`config.mk`:
```
export PLATFORM = sky130hd
export DESIGN_NAME = hack_pc
export DESIGN_NICKNAME = d
export VERILOG_FILES = /design/src/rtl/hack_pc.sv
export SDC_FILE = /design/constraint.sdc
export NUM_CORES = 1
export LEC_CHECK = 0
export CAP_MARGIN = 0
export CORE_MARGIN = 2
export CORE_UTILIZATION = 45
export DETAILED_ROUTE_END_ITERATION = 12
export PLACE_DENSITY_LB_ADDON = 0.05
export SYNTH_ARGS = -nofsm -noshare
export SYNTH_HDL_FRONTEND = slang
export SYNTH_HIERARCHICAL = 1
export SYNTH_SLANG_ARGS = --single-unit
```
`constraint.sdc`:
```
create_clock -name clk -period 2 [get_ports clk]
set_input_delay 0.4 -clock clk [delete_from_list [all_inputs] [get_ports clk]]
set_output_delay 0.4 -clock clk [all_outputs]
set_load 0.03 [all_outputs]
```
`src/rtl/hack_pc.sv`:
```
// Hack program counter: 16-bit PC with reset/load/increment priority and a
// registered wrap pulse. Next-state select is a chain of per-bit gate muxes.

module hack_pc_mux2 (
  input  logic a,
  input  logic b,
  input  logic s,
  output logic y
);
  assign y = (a & ~s) | (b & s);
endmodule

module hack_pc #(
  parameter int              WIDTH     = 16,
  parameter logic [WIDTH-1:0] RESET_VEC = '0
) (
  input  logic             clk,
  input  logic             reset,
  input  logic             ce,
  input  logic             rst_sync,
  input  logic             load,
  input  logic             inc,
  input  logic [WIDTH-1:0] in,
  output logic [WIDTH-1:0] out,
  output logic             wrap
);

  logic [WIDTH-1:0] out_q, out_d;
  logic             wrap_q, wrap_d;
  logic [WIDTH-1:0] inc_v, inc_sel, load_sel;

  assign inc_v = out_q + {{(WIDTH-1){1'b0}}, 1'b1};

  // Lowest priority first: inc over hold, load over that, rst_sync over all.
  for (genvar b = 0; b < WIDTH; b++) begin : g_bit
    hack_pc_mux2 u_inc  (.a(out_q[b]),    .b(inc_v[b]),     .s(inc),      .y(inc_sel[b]));
    hack_pc_mux2 u_load (.a(inc_sel[b]),  .b(in[b]),        .s(load),     .y(load_sel[b]));
    hack_pc_mux2 u_rst  (.a(load_sel[b]), .b(RESET_VEC[b]), .s(rst_sync), .y(out_d[b]));
  end

  assign wrap_d = ~rst_sync & ~load & inc & (&out_q);

  always_ff @(posedge clk or posedge reset) begin
    if (reset) begin
      out_q  <= RESET_VEC;
      wrap_q <= 1'b0;
    end else if (ce) begin
      out_q  <= out_d;
      wrap_q <= wrap_d;
    end
  end

  assign out  = out_q;
  assign wrap = wrap_q;

endmodule

```
==> results.cfg <==
[clock_tree]
clock_path_buffers = 2
cts_tree = done
htree_num_levels = 1
clk_pin_slew_worst_paths_ns = 0.11
clk-insertion-delay-late_ns = 0.29
cts_hold_buf = 0
cts_buffers = 3
cts.sinks = 17
cts_root_buf = clkbuf_4

[floorplan]
dieArea_um2 = 4156
initial_utilization_pct = 48.17
die_w_um = 64.47
io_pins = 39
die_h_um = 64.47
core_area_um2 = 3416
fp-row-count = 21

[worst_setup_path]
start_kind = flop
critPathSlowestCell = dfrtp_2
rr_worst_depth = 8
worstPathArrival_ns = 2.39
critPathMaxFanout = 4
rr_startpoint = out[6]
r2r_setup_slack_ns = -0.21
reg2reg_to = out[11]
path_cells = and4_4 > and3_4 > nand4_1 > xnor2_1 > mux2_4 > mux2_4 > mux2_4 > mux2_4
worstPathRequired_ns = 2.18
slowest_delay_ns = 0.38
cp-end-kind = flop
critical_path_class = flop to flop
crit_top_cell = mux2_4

[placement]
hpwl_um = 2741
gp_congestion = 0.7248
portBuffers = 38
placed_cell_area_um2 = 2362
dp_slack_ns = -0.3501
placedCellCount = 246

[detailed_routing]
wl_per_cell_um = 14.90
first_iter_violations = 35
met2_length_um = 1964
wl_met1_um = 1605
drt_wl_total_um = 3739
drc = 0
firstDrtPassIters = 4
top_layer = met4
ant_nets = 0
met3_length_um = 117
vias = 1271
viasPerCell = 5.064

[yosys]
ys_ff_latch = 17
synth_top_family_by_area = multiplexers
ys_warn_count = 6
ys_types = 25
yosys-mux-area-fraction_pct = 54.07
synth_compound_area_share_pct = 0.9125
syn_avg_cell_area_um2 = 12.96
syn_inst = 127
synthAdderAreaFrac_pct = 0.7605
yosysSeqAreaShare_pct = 25.86
yosys.area_share.simple_pct = 9.658
synth-xor-area-share_pct = 7.452
syn_area_um2 = 1645

[layout]
final_cell_mix = mux2_4, clkdlybuf4s50_1, buf_4
synthToLayoutAreaGrowth_pct = 48.90
fin_util_pct = 71.72
fill_cells = 275
nNetsFinal = 229
fin_cells = 251
final_common_cell = mux2_4
design_area_um2 = 2450
multi_input_comb_area_um2 = 1320
drive_gt1_share_pct = 54.63
antenna_cells = 0
seq_area_um2 = 439.2

[sta]
clock_skew_ns = 0.009325
drv_slew = 0
worst_slack_ns = -0.2137
fin_crit_ns = 2.214
setup_violations = 14
whs_ns = 0.4381
max_freq_mhz = 451.7
hold_violations = 0
rsz0062_at_grt = yes
fin_crit_sh_pct = 110.7

[run]
drv_cap = 0

[pwr]
p_sw_share_pct = 34.50
switching_power_mw = 0.5516
vdd_drop_max_v = 0.0004410
combPwrFrac_pct = 59.6
clockPowerShare_pct = 12.0
p_int_mw = 1.047
seqPwrFrac_pct = 28.4
powerDensity_nw_per_um2 = 652.5
leakagePower_nw = 1.163

[global_route]
grt_pass1_wl_um = 6486
grt_util_all_layers_pct = 20.12
grt_max_degree = 20
overflow = 0
grt_pass1_vias = 1389
antenna_found_initial = 0

[run_status]
violations = setup timing
status = complete, but fails checks

[min_path]
worstHoldPathType = input pin to asynchronous set/reset pin
-- worst max path at each step --
| stage | end | cells past startpoint | start |
|---|---|---|---|
| 3_5_place_dp | out[9] | 6 | inc |
| 5_1_grt | out[11] | 8 | out[4] |
| 2_1_floorplan | out[11] | 8 | out[3] |
| 6_report | out[11] | 8 | out[6] |
| 3_3_place_gp | out[10] | 6 | inc |
| 4_1_cts | out[11] | 8 | out[4] |
-- cells by family (layout without fill, tap and decap cells) --
group | Yosys count | after routing
fa+ha+maj | 1 | 1
compound gates | 2 | 2
simple gates | 25 | 25
mux | 63 | 63
xor+xnor | 14 | 14
flops | 17 | 17
buf+inv | 4 | 67
other cells | 1 | 16
-- per-stage QoR --
stage / total power, mW / TNS (ns)
global route: 1.707 / -2.681
detailed placement: 1.381 / -5.344
finish: 1.599 / -1.686
floorplan: 1.025 / -2.502
CTS: 1.610 / -2.093
global placement: 1.353 / -4.740
-- Yosys cell counts, drive strengths merged --
| cell | instances | area share [%] |
|---|---|---|
| mux2 | 63 | 54 |
| dfrtp | 17 | 26 |
| xnor2 | 9 | 4.8 |
| nand2 | 6 | 1.4 |
| nand3 | 6 | 1.8 |
| xor2 | 5 | 2.7 |
| and3 | 4 | 2.2 |
| and4 | 2 | 1.2 |
| buf | 2 | 0.61 |
| inv | 2 | 0.46 |
| nand4 | 2 | 1.1 |
| nor2 | 2 | 0.61 |
| nor3 | 2 | 0.91 |
| a41o | 1 | 0.61 |
| conb | 1 | 0.23 |
| ha | 1 | 0.76 |
| nor2b | 1 | 0.38 |
| o21ai | 1 | 0.30 |
-- registers in the layout, summed over array words and instances, names as in the netlist --
| register | cells |
|---|---|
| out | 16 |
| wrap | 1 |
-- worst max-delay path, delay by kind of cell, from the launching register on --
family | cells | cell delay, ns
muxes | 4 | 1.04
DFF | 1 | 0.38
and+or+nand+nor | 3 | 0.53
xor gates and xnor gates | 1 | 0.14
-- layer usage --
metal / track usage (%) / vias up
met5: 0 / -
met4: 6.117 / 0
met3: 2.431 / 6
met2: 38.02 / 29
met1: 23.56 / 623
li1: - / 613
-- power groups by stage --
| stage | combinational [mW] | sequential [mW] | clock, mW |
|---|---|---|---|
| CTS | 0.957 | 0.454 | 0.199 |
| global placement | 0.895 | 0.459 | 0 |
| floorplan | 0.409 | 0.616 | 0 |
| global route | 1.02 | 0.461 | 0.227 |
| finish | 0.953 | 0.454 | 0.192 |
| detailed placement | 0.919 | 0.462 | 0 |
-- timing repair --
action / 4_1_cts / 5_1_grt
buffers inserted: 2 / 2
cloned: 0 / 0
hold endpoints to repair: 0 / 0
pin swaps: 10 / 2
endpoints found under the setup margin: 15 / 15
resized for setup: 10 / 5
-- area by class of cell --
| class | instances | share of cell area, % |
|---|---|---|
| timing repair buffer | 61 | 24.46 |
| tap | 46 | 2.349 |
| multi-input combinational | 121 | 53.88 |
| sequential | 17 | 17.93 |
| clock buffer | 4 | 1.073 |
| inverter | 2 | 0.3064 |
No activity file was read; power rests on OpenSTA's default activity.
